File: src/rtl/pipe_pkg.sv
// Shared definitions for the pipeline stage register family.
//
// Contents:
//   stage_state_e  occupancy of a stage: EMPTY (nothing held), ONE (main
//                  register full), TWO (main plus skid register full)
//   NOP_BUBBLE     default payload shown when a stage holds nothing (a nop)
//   DEFAULT_WIDTH  default payload width
//   DEFAULT_CNT_W  default width of the performance counters
package pipe_pkg;

  typedef enum logic [1:0] {
    EMPTY = 2'd0,
    ONE   = 2'd1,
    TWO   = 2'd2
  } stage_state_e;

  localparam int unsigned DEFAULT_WIDTH = 32;
  localparam int unsigned NOP_BUBBLE    = 0;
  localparam int unsigned DEFAULT_CNT_W = 16;

endpackage : pipe_pkg

File: src/rtl/pipe_sat_counter.sv
// Saturating event counter used for the stage performance statistics.
//
// Ports:
//   clk      in   1      rising-edge clock
//   reset_n  in   1      asynchronous active-low reset, clears the count
//   inc      in   1      count this cycle
//   cnt      out  CNT_W  current count, sticks at all-ones
module pipe_sat_counter
  import pipe_pkg::*;
#(
  parameter int unsigned CNT_W = DEFAULT_CNT_W
) (
  input  logic             clk,
  input  logic             reset_n,
  input  logic             inc,
  output logic [CNT_W-1:0] cnt
);

  logic [CNT_W-1:0] cnt_q;
  logic [CNT_W-1:0] cnt_d;

  // Next count: add one on a qualifying cycle unless already at the ceiling,
  // so a long stall can never wrap the statistic back to a small number.
  always_comb begin
    cnt_d = cnt_q;
    if (inc && (cnt_q != {CNT_W{1'b1}})) begin
      cnt_d = cnt_q + CNT_W'(1);
    end
  end

  // Count register; only reset clears it.
  always_ff @(posedge clk or negedge reset_n) begin
    if (!reset_n) begin
      cnt_q <= '0;
    end else begin
      cnt_q <= cnt_d;
    end
  end

  assign cnt = cnt_q;

endmodule : pipe_sat_counter

File: src/rtl/pipe_stage_skid.sv
// Parametrised pipeline stage register with a two-entry skid buffer.
//
// Moves a WIDTH-bit payload between two CPU stages under a valid/ready
// handshake. in_ready is a register, so a downstream stall never reaches the
// upstream stage through combinational logic; the skid register catches the
// one entry that may arrive while the stall is being noticed. flush empties
// the stage synchronously and shows BUBBLE downstream.
//
// Ports:
//   clk         in   1      rising-edge clock
//   reset_n     in   1      asynchronous active-low reset
//   flush       in   1      synchronous kill of all held entries
//   in_valid    in   1      upstream offers a payload
//   in_data     in   WIDTH  upstream payload
//   in_ready    out  1      stage accepts this cycle (registered)
//   out_valid   out  1      out_data holds a live entry
//   out_data    out  WIDTH  payload to next stage, BUBBLE when !out_valid
//   out_ready   in   1      downstream accepts (0 = stall)
//   stall_cnt   out  CNT_W  cycles with out_valid & !out_ready (saturating)
//   bubble_cnt  out  CNT_W  cycles with out_ready & !out_valid (saturating)
module pipe_stage_skid
  import pipe_pkg::*;
#(
  parameter int unsigned     WIDTH  = DEFAULT_WIDTH,
  parameter logic [WIDTH-1:0] BUBBLE = WIDTH'(NOP_BUBBLE),
  parameter int unsigned     CNT_W  = DEFAULT_CNT_W
) (
  input  logic             clk,
  input  logic             reset_n,
  input  logic             flush,
  input  logic             in_valid,
  input  logic [WIDTH-1:0] in_data,
  output logic             in_ready,
  output logic             out_valid,
  output logic [WIDTH-1:0] out_data,
  input  logic             out_ready,
  output logic [CNT_W-1:0] stall_cnt,
  output logic [CNT_W-1:0] bubble_cnt
);

  stage_state_e     state_q;
  stage_state_e     state_d;
  logic [WIDTH-1:0] main_q;
  logic [WIDTH-1:0] main_d;
  logic [WIDTH-1:0] skid_q;
  logic [WIDTH-1:0] skid_d;
  logic             inReady_q;
  logic             inReady_d;

  logic inFire;
  logic outFire;

  assign out_valid = (state_q != EMPTY);
  assign in_ready  = inReady_q;
  assign inFire    = in_valid & inReady_q;
  assign outFire   = out_valid & out_ready;

  // Main is the head of the stage and is the only register driven out. Every
  // path that empties it writes BUBBLE, so no stale payload can show while
  // out_valid is low.
  assign out_data = main_q;

  // Next-state and datapath decode. The skid entry is always younger than
  // the main entry, so it only ever moves into main, never straight out.
  // Flush overrides everything: an entry accepted in the same cycle is lost,
  // and one handed downstream in the same cycle has already been consumed.
  always_comb begin
    state_d   = state_q;
    main_d    = main_q;
    skid_d    = skid_q;

    unique case (state_q)
      EMPTY: begin
        if (inFire) begin
          state_d = ONE;
          main_d  = in_data;
        end
      end
      ONE: begin
        if (inFire && outFire) begin
          main_d = in_data;
        end else if (inFire) begin
          state_d = TWO;
          skid_d  = in_data;
        end else if (outFire) begin
          state_d = EMPTY;
          main_d  = BUBBLE;
        end
      end
      TWO: begin
        if (outFire) begin
          state_d = ONE;
          main_d  = skid_q;
          skid_d  = BUBBLE;
        end
      end
      default: begin
        state_d = EMPTY;
        main_d  = BUBBLE;
        skid_d  = BUBBLE;
      end
    endcase

    if (flush) begin
      state_d = EMPTY;
      main_d  = BUBBLE;
      skid_d  = BUBBLE;
    end

    // Ready is a function of where we will be, not of out_ready now.
    inReady_d = (state_d != TWO);
  end

  // State and payload registers; reset drops anything in flight.
  always_ff @(posedge clk or negedge reset_n) begin
    if (!reset_n) begin
      state_q   <= EMPTY;
      main_q    <= BUBBLE;
      skid_q    <= BUBBLE;
      inReady_q <= 1'b1;
    end else begin
      state_q   <= state_d;
      main_q    <= main_d;
      skid_q    <= skid_d;
      inReady_q <= inReady_d;
    end
  end

  pipe_sat_counter #(
    .CNT_W (CNT_W)
  ) uStallCnt (
    .clk     (clk),
    .reset_n (reset_n),
    .inc     (out_valid & ~out_ready),
    .cnt     (stall_cnt)
  );

  pipe_sat_counter #(
    .CNT_W (CNT_W)
  ) uBubbleCnt (
    .clk     (clk),
    .reset_n (reset_n),
    .inc     (out_ready & ~out_valid),
    .cnt     (bubble_cnt)
  );

endmodule : pipe_stage_skid

File: config.mk
export PLATFORM = sky130hd
export DESIGN_NAME = pipe_stage_skid
export DESIGN_NICKNAME = d
export VERILOG_FILES = /design/src/rtl/pipe_pkg.sv /design/src/rtl/pipe_sat_counter.sv /design/src/rtl/pipe_stage_skid.sv
export SDC_FILE = /design/constraint.sdc
export NUM_CORES = 1
export LEC_CHECK = 0
export CORE_AREA = 2 2 105 107
export CTS_BUF_LIST = sky130_fd_sc_hd__clkbuf_16
export CTS_CLUSTER_DIAMETER = 80
export DETAILED_ROUTE_END_ITERATION = 7
export DIE_AREA = 0 0 107 109
export GPL_ROUTABILITY_DRIVEN = 0
export MAX_ROUTING_LAYER = met4
export PLACE_DENSITY = 0.85
export SYNTH_ARGS = -nofsm -noshare
export SYNTH_HDL_FRONTEND = slang
export SYNTH_SLANG_ARGS = --single-unit
export TNS_END_PERCENT = 5
File: constraint.sdc
create_clock -name clk -period 1.6 [get_ports clk]
set_input_delay 0.48 -clock clk [delete_from_list [all_inputs] [get_ports clk]]
set_output_delay 0.48 -clock clk [all_outputs]
set_load 0.05 [all_outputs]
* Word level (Yosys, flattened, before mapping) *
Index checks and enable logic that the tools add are counted.

word-level totals
  flip-flop bits (word level) = 99
  logic and storage cells = 50

operators by class
  bitwise gates (word level) = 6
  add/sub/neg operators = 2
  muxes and demuxes = 17
  reduce and logical (&&, ||, !) cells = 7
  equality and inequality tests = 12

operator list
  kind                   count
  $mux 32                8
  $pmux 32 s3            2
  $add 16x1->16 const B  2
  $ne 16x16->1 const B   2
  $mux 2                 6
  $ne 3x3->1 const B     4
  $ne 4x4->1 const B     2
  $reduce_and 4->1       2
  $pmux 2 s3             1
  $and 1x1->1            4
  $ne 2x2->1 const B     2
  $logic_and 1x1->1      3
  $eq 2x1->1 const B     1
  $eq 2x2->1 const B     1
  $logic_not 2->1        1
  $not 1->1              2
  $reduce_bool 2->1      1

* Logic depth before layout (Yosys ltp) *
  depth in word-level cells = 8
  gate-level depth with buffers = 7
  mapped depth without buffers = 5

* By module *
From an unflattened synthesis, not the netlist that was laid out.

unflattened totals
  cells, all modules = 483
  area total of the unflattened synthesis = 5,221.3 µm²

by module, submodules not included
  module                          cells each  area each (µm²)  times used
  pipe_stage_skid                 334         3,477.1          1
  pipe_sat_counter at uStallCnt   77          884.6            1
  pipe_sat_counter at uBubbleCnt  72          859.6            1

* Worst setup path before layout *
Ideal clock, no wire load.

  path kind = register to register
  from = register uStallCnt.cnt_q[0] (netlist: uStallCnt.cnt[0])
  to = register uStallCnt.cnt_q[6] (netlist: uStallCnt.cnt[6])
  stages on the path, launching flop included = 7
  library setup time = 143 ps
  setup slack = -530 ps
  arrival = 1,987 ps
  path buffers = 1
  period minus slack after synthesis = 2,130 ps
  path through = dfrtp_1 -> ha_1 -> nand4_2 -> or4_1 -> buf_2 -> nand3_1 -> xnor2_1

on the way
  cells in the longest elaborated chain, start to end = 2
  elaborated cells on any way between the ends = 3
  classes of those cells = 1 x add/sub; 1 x eq/ne; 1 x reduce/logical

RTL lines
  element                                                                line                    source
  from (decl)                                                            pipe_sat_counter.sv:19  logic [CNT_W-1:0] cnt_q;
  from (signal assigned)                                                 pipe_sat_counter.sv:36  cnt_q <= cnt_d;
  parallel branches: the longest is 2 deep, another holds $add 16x1->16  --

Several ways; the timed one is not identified.
A chain may end at the register's enable or synchronous reset.

* Final worst setup path *
  from = register state_q[1]
  to = output port out_valid

on the way
  cells in the longest elaborated chain, start to end = 1

RTL lines
  element                 line                    source
  from (decl)             pipe_stage_skid.sv:41   stage_state_e state_q;
  from (signal assigned)  pipe_stage_skid.sv:122  state_q <= state_d;
  $reduce_bool 2->1       pipe_stage_skid.sv:53   assign out_valid = (state_q != EMPTY);
  to (decl)               pipe_stage_skid.sv:34   output logic out_valid,

Every way passes these cells.

==> qor.txt <==
final hold slack -> 0.1095 ns
# diodes -> 0
simple-gate share of the synthesized area -> 13.68%
Power Density -> 1061 nW/um^2
asr flop ratio synth -> 100.0%
Synth Area in XOR/XNOR -> 4.825%
Yosys top cell by area -> dfrtp_1
DRT Wirelength -> 13.35 mm
worst hold path class -> in -> async
I/O Pins -> 103
outcome -> finished with violations
EDFF count, synth -> 0
CTS buffer count -> 9
vias in the first global route -> 4,246
Synth Cell Area -> 4720 um^2
Routed Antenna Nets -> 0
die span in x -> 107 um
share of cells above drive strength 1 -> 41.83%
Starting Density -> 44.51%
die area -> 11,660 um^2
Fmax achieved -> 0.6043 GHz
worst-margin pin slew -> 0.4250 ns
Crit path largest cell delay -> 0.42 ns
CP delay by family, top -> flip-flops
Die Span Y -> 109 um
Nets -> 635
Yosys warning count -> 0
worst vdd ir -> 1170 uV
CTS Root Cell -> clkbuf_16
post-DP HPWL -> 9.399 mm
Avg WL per Cell -> 18.04 um
kind of critical path -> reg -> out
syn avg cell area -> 11.08 um^2
Syn-to-layout area delta -> 65.01%
CTS Buffer Depth -> 2
mux contribution to synthesized area -> 11.53%
RSZ-0062 raised after global routing -> true
synthesized flop and latch total -> 99
Distinct cells, synth -> 49
CP arrival -> 1.17 ns
slowest CP cell -> dfrtp_2
clock sink count -> 99
TritonRoute pass-1 iters -> 4
initial antenna violation count -> 0
setup TNS -> -0.6350 ns
grt ovf -> 0
clock input transition at the sequential cells of the worst setup and hold paths -> 0.07 ns
Synth Net Count -> 465
Syn Inst Count -> 426
most common cell in the synthesized netlist -> dfrtp_1
skew final -> 0.007517 ns
final setup margin -> -0.05493 ns
Port Buffers -> 102
post-synthesis sequential area ratio -> 52.52%
adder-cell area share of the yosys netlist -> 0.5302%
Final Cycle Share -> 103.4%
failing checks -> negative setup slack
minimum clock period -> 1.655 ns
crit path buf inv count -> 3
Leakage -> 3.477 nW
CP max FO -> 2
CP required -> 1.12 ns
kind of end point of the critical path -> output pin
DRT iter0 DRCs -> 178
post-synthesis compound-gate area fraction -> 11.80%
ranking of synthesized cells by area -> dfrtp_1 (52%), mux2i_1 (7.0%), mux2_2 (4.5%)
CP startpoint kind -> register
Synth Flop Type -> dfrtp_1
count of pins over their slew limit -> 0
Final Hold Viols -> 0
max cap viols -> 0
clk_lat worst skew -> 0.34 ns
Core Rows -> 38
Place WS -> -0.8003 ns
total power -> 8.264 mW
Total Routing Usage GR -> 24.10%
Core Region -> 10,600 um^2
crit path cell chain -> buf_6 -> nor2_4 -> inv_2 -> buf_12
first-pass GRT wire length -> 21.36 mm
setup violators final -> 29
Synth top cells by count -> dfrtp_1 (98), nand2_1 (42), inv_1 (35)
htree depth -> 3
largest net degree at the start of global routing -> 51
top-area cell type share of the netlist area -> 51.96%
Vias/cell -> 5.407
DR vias -> 4,001
relative slew slack -> 71.40%
TritonCTS clock tree -> done
# hold bufs at CTS -> 0
drt drc -> 0
dominant combinational cell family by area after synthesis -> simple AND/OR/NAND/NOR gates
[state kept, by name (all words and copies together), names as in the netlist]
| register | count |
|---|---|
| uBubbleCnt.cnt | 16 |
| uStallCnt.cnt | 16 |
| in_ready | 1 |
| out_data | 32 |
| state_q | 2 |
| skid_q | 32 |
[path summary, 6_finish.rpt]
| path | slack (ns) | start | to | cells after the start |
|---|---|---|---|---|
| max in group asynchronous | 1.20 | reset_n | in_ready | 2 |
| max reg2reg | -0.05 | state_q[1] | skid_q[6] | 7 |
| min reg2reg | 0.52 | skid_q[30] | skid_q[30] | 2 |
| min in group clk | 0.52 | skid_q[30] | skid_q[30] | 2 |
| max | -0.05 | state_q[1] | out_valid | 4 |
| min | 0.11 | reset_n | uStallCnt.cnt[0] | 2 |
[layout make-up]
type	instances	area, um^2
Clock buffer	9	225.2
Timing Repair Buffer	181	2476
Clock inverter	6	58.81
Inverter	35	131.4
Tap cell	140	175.2
Sequential cell	99	2520
Fill cell	646	2815
Multi-Input combinational cell	270	2201
[metrics by stage]
step                std cells  instance area [um^2]  util (%)
detailed placement        716                  7217     68.07
finish                    740                  7787     73.45
CTS                       739                  7686     72.49
global route              740                  7787     73.45
global placement          716                  7217     68.07
floorplan                 426                  4822         -
[report_power, final]
| part | internal [mW] | switching (mW) | total (mW) |
|---|---|---|---|
| Sequential | 2.79 | 0.336 | 3.13 |
| Combinational | 1.52 | 1.52 | 3.04 |
| Clock | 1.19 | 0.910 | 2.10 |
| Total | 5.50 | 2.76 | 8.26 |
[placed cells by master, fill, tap and decap left out, types with 8 or more instances in the layout]
cell and count:
dfrtp_1 65, dfrtp_2 33, clkbuf_16 9, nor2_1 9, buf_12 75, nand2_1 41
nand4_1 11, xnor2_1 10, clkdlybuf4s50_1 32, o2bb2ai_1 17, inv_1 35, a22oi_1 17
mux2_2 19, xor2_1 16, buf_6 14, mux2i_1 30, nor3_1 8, a22o_1 15
nand3_1 12, buf_4 55
[repair_timing]
item / CTS / global route
pin swaps: 4 / 13
buffers inserted: 6 / 1
gates cloned: 2 / 0
setup endpoints to repair: 94 / 79
gates resized for setup: 28 / 23
[per-layer routing]
metal | track usage [%] | vias to the layer above | wire length (um)
met5 | - | - | 0
met4 | 9.647 | 0 | 264
met3 | 3.108 | 22 | 497
met2 | 42.27 | 109 | 7437
met1 | 28.27 | 2024 | 5152
li1 | - | 1846 | -
[cell families (layout without fill, tap and decap cells)]
kind of cell	after synthesis	after routing
and+or+nand+nor	120	120
DFF	99	99
AOI/OAI and AO/OA	70	70
buffers and inverters	57	231
muxes	52	52
xor gates and xnor gates	26	26
adders and majority gates	2	2
Power figures use the tool's default switching activity.
==> variant 1: new RTL, same settings <==
The 3 states of `stage_state_e` get a one-hot encoding in 3 bits.
--- a/src/rtl/pipe_pkg.sv
+++ b/src/rtl/pipe_pkg.sv
@@ -9,8 +9,8 @@
 package pipe_pkg;
 
-  typedef enum logic [1:0] {
-    EMPTY = 2'd0,
-    ONE   = 2'd1,
-    TWO   = 2'd2
+  typedef enum logic [2:0] {
+    EMPTY = 3'b001,
+    ONE   = 3'b010,
+    TWO   = 3'b100
   } stage_state_e;
 
Behaviour: no difference found for any inputs over 4 cycles, from zero or initial values and one cycle with reset_n low; so few cycles prove little.
==> variant 1 against the original RTL <==
- the flow still finishes with violations (negative setup slack)
- area after synthesis fell by 4.8%
- hold slack got worse by 0.086 ns
- power fell by 7.4%
- sequential cell count rose by 1
- wire length fell by 6.3%
- clock power fell by 7%
- highest routed layer unchanged
- sequential power fell by 5%
- setup slack got worse by 0.13 ns
- cell area fell by 5.3%
==> variant 1: results <==
{
  "ys_seq_area_frac": 0.557,
  "final_nets": 550,
  "vdd_drop_max_uv": 539,
  "reg2reg_to": "skid_q[1]",
  "slew_headroom": 0.771,
  "hpwl_um": 8190,
  "grt_pass1_vias": 3945,
  "clockRootBuffer": "clkbuf_16",
  "dr.pass1.iters": 5,
  "synthTopCellsByArea": "dfrtp_1 (55%), a22o_1 (6.2%), o2bb2ai_1 (6.2%), a22oi_1 (5.3%), xnor2_1 (4.3%)",
  "violations": "negative setup slack",
  "grt_max_degree": 39,
  "clock_skew_ns": 0.00992,
  "synthDistinctLibCells": 54,
  "setup_slack_ns": -0.185,
  "drt-initial-drc-count": 193,
  "wl_um": 12500,
  "startpoint": "state_q[0]",
  "synth_common_cells": "dfrtp_1 (98), a22o_1 (32), a22oi_1 (32), o2bb2ai_1 (32), xnor2_1 (22)",
  "status": "finished with violations",
  "grt_pass1_wl_um": 20400,
  "drive_gt1_frac": 0.441,
  "dp_slack_ns": -0.595,
  "fin_cells": 655,
  "floorplan.initialDensity": 0.424,
  "p_leak_nw": 3.14,
  "placed_area_um2": 6780,
  "setup_violations": 82,
  "synth_nets": 397,
  "arrival_ns": 1.30,
  "gr-usage-all-layers": 0.229,
  "fin_tns_setup_ns": -5.33,
  "r2r_cells": 6,
  "synth_cells": 358,
  "placedCellCount": 626,
  "route.vias.total": 3798
}
## variant 1: through the flow
| step | util | hold slack [ns] |
|---|---|---|
| floorplan | - | 0.184 |
| global placement | 0.640 | 0.381 |
| detailed placement | 0.640 | 0.387 |
| CTS | 0.688 | 0.0262 |
| global route | 0.695 | 0.0396 |
| finish | 0.695 | 0.0236 |
## variant 1: worst max-delay path, stage by stage (launching register included)
cell	delay, ns
dfstp_2	0.54
nor3b_4	0.21
inv_2	0.07
buf_6	0.15
## variant 1: routing by layer
metal / share of wire / GRT usage / routed length, um
met2: 0.51 / 0.365 / 6390
met4: 0.0068 / 0.0686 / 85
met3: 0.051 / 0.0365 / 644
met5: 0 / - / 0
met1: 0.43 / 0.305 / 5380
## variant 1: cell families (layout without fill, tap and decap cells)
group | count (synthesis) | after routing | share of synthesized area
adder cells (fa/ha/maj) | 2 | 2 | 0.00557
XOR/XNOR | 29 | 29 | 0.0565
AND/OR/NAND/NOR | 75 | 75 | 0.116
multiplexers | 2 | 2 | 0.00501
flip-flops | 100 | 100 | 0.557
AO/OA/AOI/OAI | 125 | 125 | 0.226
buffers and inverters | 25 | 182 | 0.0337
## variant 1: power by group
group | leakage [nW] | switching [mW] | internal [mW]
logic | 1.69 | 1.38 | 1.35
clock network | 0.128 | 0.916 | 1.03
registers | 1.31 | 0.241 | 2.74
## variant 1: repair_timing
action,in CTS,in global routing
gates cloned,4,0
pin swaps,4,4
buffers inserted,9,1
resized for setup,24,19
endpoints found under the setup margin,91,91
## variant 1: layout make-up
cell class / count / area [um^2]
sequential: 100 / 2540
clock inverter: 6 / 35.0
timing repair buffer: 164 / 2290
clock buffer: 9 / 225
fill: 715 / 3230
multi-input combinational: 233 / 2100
tap: 140 / 175
inverter: 3 / 11.3
## variant 1: how the worst min path moves through the flow
stage / from / end / slack (ns) / cells after the start
3_3_place_gp: reset_n / uStallCnt.cnt[15] / 0.38 / 1
6_report: reset_n / uStallCnt.cnt[13] / 0.02 / 1
3_5_place_dp: reset_n / uStallCnt.cnt[6] / 0.39 / 1
2_1_floorplan: reset_n / out_data[0] / 0.18 / 0
4_1_cts: reset_n / uStallCnt.cnt[6] / 0.03 / 1
5_1_grt: reset_n / uStallCnt.cnt[13] / 0.04 / 1
==> variant 2: new RTL, same flow settings <==
Without the edit above. `DEFAULT_CNT_W`: 16 -> 12.
--- a/src/rtl/pipe_pkg.sv
+++ b/src/rtl/pipe_pkg.sv
@@ -17,5 +17,5 @@
   localparam int unsigned DEFAULT_WIDTH = 32;
   localparam int unsigned NOP_BUBBLE    = 0;
-  localparam int unsigned DEFAULT_CNT_W = 16;
+  localparam int unsigned DEFAULT_CNT_W = 12;
 
 endpackage : pipe_pkg
Ports: changed (resized bubble_cnt and stall_cnt); port bits go from 103 to 95. No check against the original RTL was run, so the function may have changed too.
==> variant 2 against the original RTL <==
- highest routed layer unchanged
- critical endpoint unchanged
- cell area is 11% lower
- sequential cell count is 8 lower
- fmax down 4.6%
- power decreased by 0.27%
- clock skew increased by 0.0025 ns
- wire length decreased by 19%
- the run still ends with negative setup slack left
- register-to-register slack worse by 0.06 ns
- setup slack worse by 0.080 ns
- area after synthesis down 11%
==> variant 2: results <==
{
  "synthDistinctLibCells": 42,
  "postLayoutCellArea_um2": 6900,
  "clock_power_mw": 2.36,
  "drive_gt1_frac": 0.347,
  "reg2reg_to": "skid_q[5]",
  "via_per_inst": 5.20,
  "grt_util_met2": 0.357,
  "grt_pass1_vias": 3706,
  "setup_slack_ns": -0.135,
  "final_nets": 561,
  "violations": "negative setup slack",
  "share_comb_of_total_power": 0.360,
  "num-nonclk-inverters": 33,
  "postCtsResizedCells": 20,
  "vdd_drop_max_uv": 918,
  "synth_nets": 420,
  "placedCellCount": 637,
  "max_stage_delay_ns": 0.39,
  "n_all_buffers": 152,
  "whs_ns": 0.0749,
  "p_sw_frac": 0.325,
  "dp_slack_ns": -0.546,
  "wl_per_cell_um": 16.3,
  "cp_max_fo": 3,
  "cts_buffer_depth": 2,
  "post_cts_buffers": 9,
  "arrival_ns": 1.25,
  "clock_cell_area_share": 0.0486,
  "status": "finished with violations",
  "multi_input_gates": 235,
  "crit_end": "out_valid",
  "clock_skew_ns": 0.0100,
  "setup_violations": 25,
  "pwr-share-clk": 0.287,
  "ys_seq_elements": 91,
  "multi_input_area_um2": 1830,
  "hpwl_um": 7690,
  "fillers": 764,
  "avgSynthCellArea_um2": 11.1,
  "grt_pass1_wl_um": 18000,
  "route.vias.total": 3466,
  "cts_buffers": 9,
  "fin_tns_setup_ns": -1.22,
  "use_met1": 0.248,
  "ys_seq_area_frac": 0.541,
  "synth_common_cells": "dfrtp_1 (90), nand2_1 (40), a22oi_1 (33), inv_1 (33)",
  "slew_headroom": 0.745,
  "drt-initial-drc-count": 154,
  "placed_area_um2": 6310,
  "slowest_stage": "dfrtp_1",
  "synthTopCellsByArea": "dfrtp_1 (53%), mux2i_1 (7.6%), o2bb2ai_1 (6.6%), a22oi_1 (5.9%), nand2_1 (3.6%)",
  "async_flop_share": 1.00,
  "sh_seq_area": 0.334,
  "antenna_cells": 0,
  "buf_share": 0.308,
  "grt_max_degree": 33,
  "gr-usage-all-layers": 0.201
}
[variant 2: changes by cell type in the layout (fill, tap and decap cells not counted), moves of 12 or more]
cell	unedited run	this run
a22oi_1	17	32
o2bb2ai_1	17	31
a22o_1	15	0
xor2_1	16	1
dfrtp_2	33	21
buf_4	55	40
mux2_2	19	1
[variant 2: kinds of logic (layout without fill, tap and decap cells)]
kind of cell | Yosys count | in the layout | synth area share
simple gates | 96 | 96 | 0.120
flops | 91 | 91 | 0.541
compound gates | 87 | 87 | 0.162
buf+inv | 55 | 201 | 0.0543
mux | 36 | 36 | 0.0876
xor+xnor | 14 | 14 | 0.0291
fa+ha+maj | 2 | 2 | 0.00594
[variant 2: worst max-delay path: cells and delay by family (launching register included)]
family | cells | cell delay (ns)
flops | 1 | 0.39
buf+inv | 2 | 0.27
simple gates | 1 | 0.26
[variant 2: layer usage]
layer  vias up  part of all wire
met3         6             0.030
li1       1638                 -
met4         0            0.0060
met2        87              0.54
met1      1735              0.43
met5         -                 0
